File: src/rtl/clk_div_pkg.sv
// Shared types and helpers for the programmable clock divider.
package clk_div_pkg;

  localparam int DIV_MIN = 2;

  typedef enum logic [1:0] {
    IDLE     = 2'd0,
    RUN      = 2'd1,
    STOPPING = 2'd2
  } div_state_t;

  function automatic logic [31:0] hi_len(input logic [31:0] n);
    return n - (n >> 1);
  endfunction

endpackage

File: src/rtl/clk_div_core.sv
// Period counter, waveform compare and tick strobe.
module clk_div_core
  import clk_div_pkg::*;
#(
  parameter int CNT_W = 8
) (
  input  logic             clk_in,
  input  logic             reset,
  input  logic [CNT_W-1:0] div_n,
  input  logic             restart,
  input  logic             advance,
  output logic             wrap,
  output logic             clk_out,
  output logic             tick
);

  logic [CNT_W-1:0] cnt_q;
  logic [CNT_W-1:0] cnt_nxt;

  assign cnt_nxt = cnt_q + CNT_W'(1);
  assign wrap    = (cnt_q == div_n - CNT_W'(1));

  always_ff @(posedge clk_in or posedge reset) begin
    if (reset) begin
      cnt_q   <= '0;
      clk_out <= 1'b0;
      tick    <= 1'b0;
    end else if (restart) begin
      cnt_q   <= '0;
      clk_out <= 1'b1;
      tick    <= 1'b1;
    end else if (advance) begin
      cnt_q   <= cnt_nxt;
      clk_out <= (32'(cnt_nxt) < hi_len(32'(div_n)));
      tick    <= 1'b0;
    end else begin
      cnt_q   <= '0;
      clk_out <= 1'b0;
      tick    <= 1'b0;
    end
  end

endmodule

File: src/rtl/clk_div_prog.sv
// Programmable integer clock divider: run/stop FSM and
// glitch-free divisor update handshake.
module clk_div_prog
  import clk_div_pkg::*;
#(
  parameter int CNT_W       = 8,
  parameter int DEFAULT_DIV = 4
) (
  input  logic             clk_in,
  input  logic             reset,
  input  logic             enable,
  input  logic             div_load,
  input  logic [CNT_W-1:0] div_value,
  output logic             div_ack,
  output logic             div_err,
  output logic [CNT_W-1:0] div_active,
  output logic             clk_out,
  output logic             tick,
  output logic             running
);

  localparam longint DIV_MAX = (64'(1) << CNT_W) - 1;
  localparam logic [CNT_W-1:0] DEF_DIV = CNT_W'(DEFAULT_DIV);

  if (DEFAULT_DIV < DIV_MIN || longint'(DEFAULT_DIV) > DIV_MAX) begin : g_bad_default
    $error("clk_div_prog: DEFAULT_DIV out of range");
  end

  div_state_t       state_q;
  div_state_t       state_d;
  logic             restart;
  logic             advance;
  logic             wrap;
  logic             apply;
  logic             load_ok;
  logic             pend_v;
  logic [CNT_W-1:0] pend_q;

  assign load_ok = div_load && (div_value >= CNT_W'(DIV_MIN));
  assign running = (state_q != IDLE);

  // A period boundary only opens a new period if enable is sampled high.
  always_comb begin
    state_d = state_q;
    restart = 1'b0;
    advance = 1'b0;
    case (state_q)
      IDLE: begin
        if (enable) begin
          state_d = RUN;
          restart = 1'b1;
        end
      end
      RUN, STOPPING: begin
        if (wrap) begin
          state_d = enable ? RUN : IDLE;
          restart = enable;
        end else begin
          state_d = enable ? RUN : STOPPING;
          advance = 1'b1;
        end
      end
      default: state_d = IDLE;
    endcase
  end

  assign apply = pend_v && ((state_q == IDLE) || restart);

  // A load on the apply edge wins the pending slot for the next boundary.
  always_ff @(posedge clk_in or posedge reset) begin
    if (reset) begin
      state_q    <= IDLE;
      div_active <= DEF_DIV;
      pend_v     <= 1'b0;
      pend_q     <= '0;
      div_ack    <= 1'b0;
      div_err    <= 1'b0;
    end else begin
      state_q <= state_d;
      div_ack <= apply;
      div_err <= div_load && !load_ok;
      if (apply) begin
        div_active <= pend_q;
        pend_v     <= 1'b0;
      end
      if (load_ok) begin
        pend_q <= div_value;
        pend_v <= 1'b1;
      end
    end
  end

  clk_div_core #(
    .CNT_W(CNT_W)
  ) u_core (
    .clk_in (clk_in),
    .reset  (reset),
    .div_n  (div_active),
    .restart(restart),
    .advance(advance),
    .wrap   (wrap),
    .clk_out(clk_out),
    .tick   (tick)
  );

endmodule
File: config.mk
export PLATFORM = sky130hd
export DESIGN_NAME = clk_div_prog
export DESIGN_NICKNAME = d
export VERILOG_FILES = /design/src/rtl/clk_div_pkg.sv /design/src/rtl/clk_div_core.sv /design/src/rtl/clk_div_prog.sv
export SDC_FILE = /design/constraint.sdc
export NUM_CORES = 1
export LEC_CHECK = 0
export BUFFER_PORTS_ARGS = -buffer_cell sky130_fd_sc_hd__buf_2
export CELL_PAD_IN_SITES_DETAIL_PLACEMENT = 1
export CELL_PAD_IN_SITES_GLOBAL_PLACEMENT = 2
export CORE_MARGIN = 1.5
export CORE_UTILIZATION = 37
export CTS_CLUSTER_DIAMETER = 100
export CTS_CLUSTER_SIZE = 16
export DETAILED_ROUTE_END_ITERATION = 10
export PLACE_DENSITY = 0.85
export SLEW_MARGIN = 20
export SYNTH_ARGS = -nofsm -noshare
export SYNTH_HDL_FRONTEND = slang
export SYNTH_SLANG_ARGS = --single-unit
File: constraint.sdc
create_clock -name clk_in -period 3.4 [get_ports clk_in]
set_input_delay 0.17 -clock clk_in [delete_from_list [all_inputs] [get_ports clk_in]]
set_output_delay 0.17 -clock clk_in [all_outputs]
set_load 0.01 [all_outputs]
# Word-level counts from Yosys, hierarchy flattened
# Cells that the tools add are included.
# totals
register_bits	31
output_inout_bits	13
elab_cells	44
# op_classes
add_sub_neg	3
order_cmp	2
n_eq_ne	4
mux	17
n_reduce_logical	9
# ops
op	n
$lt 8x32->1	1
$mux 8	2
$mux 1	10
$sub 8x7->9	1
$add 8x1->8 const B	1
$eq 8x8->1	1
$ge 8x2->1 const B	1
$sub 8x1->8 const B	1
$mux 2	3
$pmux 2 s2	1
$reduce_bool 2->1	2
$logic_and 1x1->1	3
$eq 2x1->1 const B	1
$eq 2x2->1 const B	1
$logic_not 2->1	1
$ne 2x2->1 const B	1
$pmux 1 s2	1
$reduce_or 2->1	1
$logic_not 1->1	1
$logic_or 1x1->1	1

# Depth between registers and ports, before layout
# depth
word_depth	8
mapped_depth	15
mapped_depth_nobuf	15

# Hierarchy
# A second synthesis with hierarchy kept.
# hier_totals
hier_cells	194
hier_area_um2	2084.5
# modules_own_cells
mod	instances	cells_each	area_per_inst_um2
clk_div_core	1	132	1214.9
clk_div_prog	1	62	869.6

# Least setup slack after synthesis
# OpenSTA, ideal clock, no wires.
# synth_path
path_type	register to register
start	register div_active[0]
end	register u_core.clk_out
setup_time_ns	0.129
arrival_ns	2.543
setup_slack_ns	0.728
stages_incl_launch_ff	16
period_less_slack_ns	2.672
cell_sequence	dfrtp_1 > inv_1 > ha_1 > inv_1 > fa_1 > nor2b_1 > o21a_1 > o21bai_1 > a21oi_1 > nor2_1 > xnor2_1 > ha_1 > o21a_1 > nor2_1 > a221oi_1 > a21oi_2
# synth_via
elab_chain_cells	6
elab_cells_between_ends	10
# synth_rtl
element	line_no	rtl
start, declared	clk_div_prog.sv:16	output logic [CNT_W-1:0] div_active,
start signal, assigned	clk_div_prog.sv:83	div_active <= pend_q;
parallel branches: the longest is 5 deep, another holds $lt 8x32->1	n/a	
$mux 1 *	clk_div_core.sv:28	end else if (restart) begin
end signal, assigned	clk_div_core.sv:34	clk_out <= (32'(cnt_nxt) < hi_len(32'(div_n)));
end, declared	clk_div_core.sv:13	output logic clk_out,
# Every way passes the cells marked *.
# A chain may end at the register's enable or synchronous reset.

# Worst setup path in the final report
# layout_path
start	register div_active[2]
end	register u_core.clk_out
# Same word-level chain as after synthesis.

==> Implementation_results.wiki <==
{| class="wikitable"
! Metric !! Value
|-
| Run status || finished clean
|-
| Post-Synthesis Cell Area || 2120 um2
|-
| Quantity of I/O buffers inserted on ports || 24
|-
| Final estimated routing congestion in global placement || 0.780
|-
| Commonest cells after routing, fill and taps aside || sky130_fd_sc_hd__dfrtp_1 (30), sky130_fd_sc_hd__nand2_1 (27), sky130_fd_sc_hd__ha_1 (27), sky130_fd_sc_hd__buf_2 (24), sky130_fd_sc_hd__inv_1 (18)
|-
| FMAX || 0.334 GHz
|-
| Worst slew margin relative to its limit || 0.607
|-
| TritonCTS clock tree || yes
|-
| Wire length reported by the detailed router || 4420 um
|-
| TritonCTS Buffers || 5
|-
| Total track usage || 0.163
|-
| Power Density || 996 nW/um2
|-
| Biggest cell delay along the critical path || 0.58 ns
|-
| Area of the core region || 5510 um2
|-
| Unrepaired setup endpoints after global routing || false
|-
| Library cell contributing the largest single delay on the critical path || sky130_fd_sc_hd__dfstp_2
|-
| Die extent in y || 78.7 um
|-
| Longest Clk Path Bufs || 2
|-
| Post-Synthesis Cells || 209
|-
| Class of the most critical setup path || reg2reg
|-
| Detailed Route Iter0 Violations || 29
|-
| Initial antenna violation count || 0
|-
| H-tree lvl count || 2
|-
| Hold-fix buffers at CTS || 1
|-
| Worst hold path type || in2reg
|-
| Synth-to-Final Area Change || 14.3%
|-
| Most common cell after layout, fill and taps aside || sky130_fd_sc_hd__dfrtp_1
|-
| Maximum vdd drop || 0.352 mV
|-
| Final critical-path share of the clock period || 0.880
|-
| Fin nets || 277
|-
| Total Negative Setup Slacks || 0 ns
|-
| Final count of negative-setup-slack endpoints || 0
|-
| Top cells by area in the synthesized netlist || sky130_fd_sc_hd__dfrtp_1 (35%), sky130_fd_sc_hd__ha_1 (16%), sky130_fd_sc_hd__xnor2_1 (6.6%)
|-
| Router iterations before antenna repair || 4
|-
| IO Pins || 25
|-
| Ordered list of cells on the worst path || inv_1 -> ha_1 -> o21ba_2 -> o21bai_1 -> a21oi_1 -> nor2_1 -> nor2_1 -> xnor2_1 -> ha_1 -> a2111oi_0 -> a221oi_1 -> a21oi_2
|-
| Routed wirelength normalized by instance count || 14.3 um
|-
| Number of placement rows || 27
|-
| Fill cell total of the finished layout || 638
|-
| Required time of the critical path || 3.61 ns
|-
| Max Slew Vio Count || 0
|-
| Vias in the first global route || 1636
|-
| Vias after detailed routing || 1491
|-
| Yosys top cell area share || 0.354
|-
| Count of placed standard cells in the final layout, fillers left out || 310
|-
| Antenna Nets Post-Route || 0
|-
| Library cell used as clock root buffer || sky130_fd_sc_hd__clkbuf_8
|-
| Area of the die || 6190 um2
|-
| Aggregate global routing overflow || 0
|-
| Post-route worst hold slack || 0.0873 ns
|-
| CTS clock-pin slew for the worst setup and hold paths || 0.07 ns
|-
| Synthesized Nets || 249
|-
| Largest area contributor in the synthesized netlist || sky130_fd_sc_hd__dfrtp_1
|-
| Slew at the pin closest to its max-slew limit || 0.590 ns
|-
| Async set or reset register ratio after synthesis || 1.00
|-
| Initial Utilization || 0.385
|-
| Max FO, Critical Path || 5
|-
| Setup Fix Bufs, Post-CTS || 0
|-
| Clock Skews || 0.00360 ns
|-
| Setup crit start kind || flop
|-
| Sinks on Clock Net || 31
|-
| Number of flops mapped to enable cells by yosys || 0
|-
| Placed Cells incl. Taps || 301
|-
| Data arrival time of the critical path || 3.20 ns
|-
| Tmin final || 2.99 ns
|-
| Share of final-layout standard cells stronger than drive strength 1 || 0.202
|-
| Hold violation total from the final report || 0
|-
| Global-route wire length before repair || 7850 um
|-
| Largest net degree at the start of global routing || 32
|-
| Sum of net half-perimeters after detailed placement || 3490 um
|-
| Post-layout total power || 2.41 mW
|-
| DRC violation count after routing || 0
|-
| Synth cell types || 45
|-
| YS warnings || 0
|-
| Detailed-route vias per instance || 4.81
|-
| Critical Path End Type || flop
|-
| Average cell area after synthesis || 10.1 um2
|-
| Horizontal die dimension || 78.7 um
|-
| Total of flip-flops plus latches after synthesis || 31
|-
| Cells resized by post-CTS repair || 0
|-
| Top FF cell, synth || sky130_fd_sc_hd__dfrtp_1
|-
| Insertion delay of the later-clocked pin in the worst-skew pair || 0.28 ns
|-
| P_leak || 1.22 nW
|-
| Diodes inserted || 0
|-
| Fraction of the yosys area taken by sequential cells || 0.367
|-
| Maximum Capacitance Violations || 0
|}
-- critical path: cells and delay by family, from the launching register on --
kind                     cells  cell delay (ns)
AO/OA/AOI/OAI                6             1.28
flip-flops                   1             0.58
adder cells (fa/ha/maj)      2             0.55
AND/OR/NAND/NOR              2             0.24
XOR/XNOR                     1             0.17
buffers and inverters        1             0.11
-- synthesized netlist by cell type, types with 2 or more instances --
| cell type | count |
|---|---|
| sky130_fd_sc_hd__a22o_1 | 2 |
| sky130_fd_sc_hd__dfrtp_1 | 30 |
| sky130_fd_sc_hd__nand3_1 | 3 |
| sky130_fd_sc_hd__mux2_4 | 8 |
| sky130_fd_sc_hd__or4_1 | 2 |
| sky130_fd_sc_hd__nor2b_1 | 9 |
| sky130_fd_sc_hd__ha_1 | 27 |
| sky130_fd_sc_hd__clkbuf_1 | 2 |
| sky130_fd_sc_hd__xor2_1 | 9 |
| sky130_fd_sc_hd__inv_1 | 18 |
| sky130_fd_sc_hd__nand2_1 | 27 |
| sky130_fd_sc_hd__o21bai_1 | 3 |
| sky130_fd_sc_hd__a21boi_0 | 2 |
| sky130_fd_sc_hd__xnor2_1 | 16 |
| sky130_fd_sc_hd__buf_2 | 2 |
| sky130_fd_sc_hd__nor2_1 | 12 |
| sky130_fd_sc_hd__nand2b_1 | 2 |
| sky130_fd_sc_hd__o21a_1 | 5 |
| sky130_fd_sc_hd__a21oi_1 | 4 |
-- report_power, final --
part | internal (mW) | leakage [nW] | switching, mW | total (mW)
clock | 0.184 | 0.0505 | 0.143 | 0.327
sequential | 0.472 | 0.390 | 0.119 | 0.592
combinational | 0.719 | 0.775 | 0.774 | 1.49
-- metal layers --
layer | share of wire | GRT usage | vias up
li1 | - | - | 748
met1 | 0.47 | 0.208 | 720
met2 | 0.50 | 0.278 | 19
met3 | 0.029 | 0.0326 | 4
met4 | 0.010 | 0.0482 | 0
met5 | 0 | 0 | -
-- path summary, 6_finish.rpt --
path                                from        endpoint  slack, ns  depth (start not counted)
setup / recovery           div_active[2]  u_core.clk_out       0.41                         12
hold / removal              div_value[2]       pend_q[2]       0.09                          3
setup reg to reg           div_active[2]  u_core.clk_out       0.41                         12
hold reg to reg                pend_q[1]       pend_q[1]       0.48                          2
max in group asynchronous          reset   div_active[2]       2.56                          4
min in group asynchronous          reset       pend_q[7]       0.52                          4
-- registers in the layout (all words and copies together), names as in the netlist --
register	count
state_q	2
div_ack	1
u_core.clk_out	1
u_core.cnt_q	8
pend_q	8
pend_v	1
div_err	1
u_core.tick	1
div_active	8
-- per-stage QoR --
stage	setup WS, ns	utilization	cell area [um2]
final	0.408	0.440	2420
after global routing	0.101	0.440	2420
after CTS	0.363	0.440	2420
after detailed placement	0.383	0.419	2310
after global placement	0.555	0.419	2310
after floorplan	0.728	-	2120
-- layout make-up --
type / instances / area, um2 / share of cell area
Multi-Input combinational cell: 155 / 1250 / 0.514
Timing Repair Buffer: 26 / 138 / 0.0568
Sequential cell: 31 / 777 / 0.321
Inverter: 18 / 67.6 / 0.0279
Clock inverter: 1 / 7.51 / 0.00310
Clock buffer: 7 / 96.3 / 0.0398
Tap cell: 72 / 90.1 / 0.0372
-- kinds of logic (layout without fill, tap and decap cells) --
group	Yosys count	in the layout	share of synthesized area
multiplexers	9	9	0.0620
AND/OR/NAND/NOR	64	64	0.152
flip-flops	31	31	0.367
adder cells (fa/ha/maj)	28	28	0.169
AO/OA/AOI/OAI	29	29	0.102
buffers and inverters	23	52	0.0455
XOR/XNOR	25	25	0.103
(Power assumes the default switching activity.)
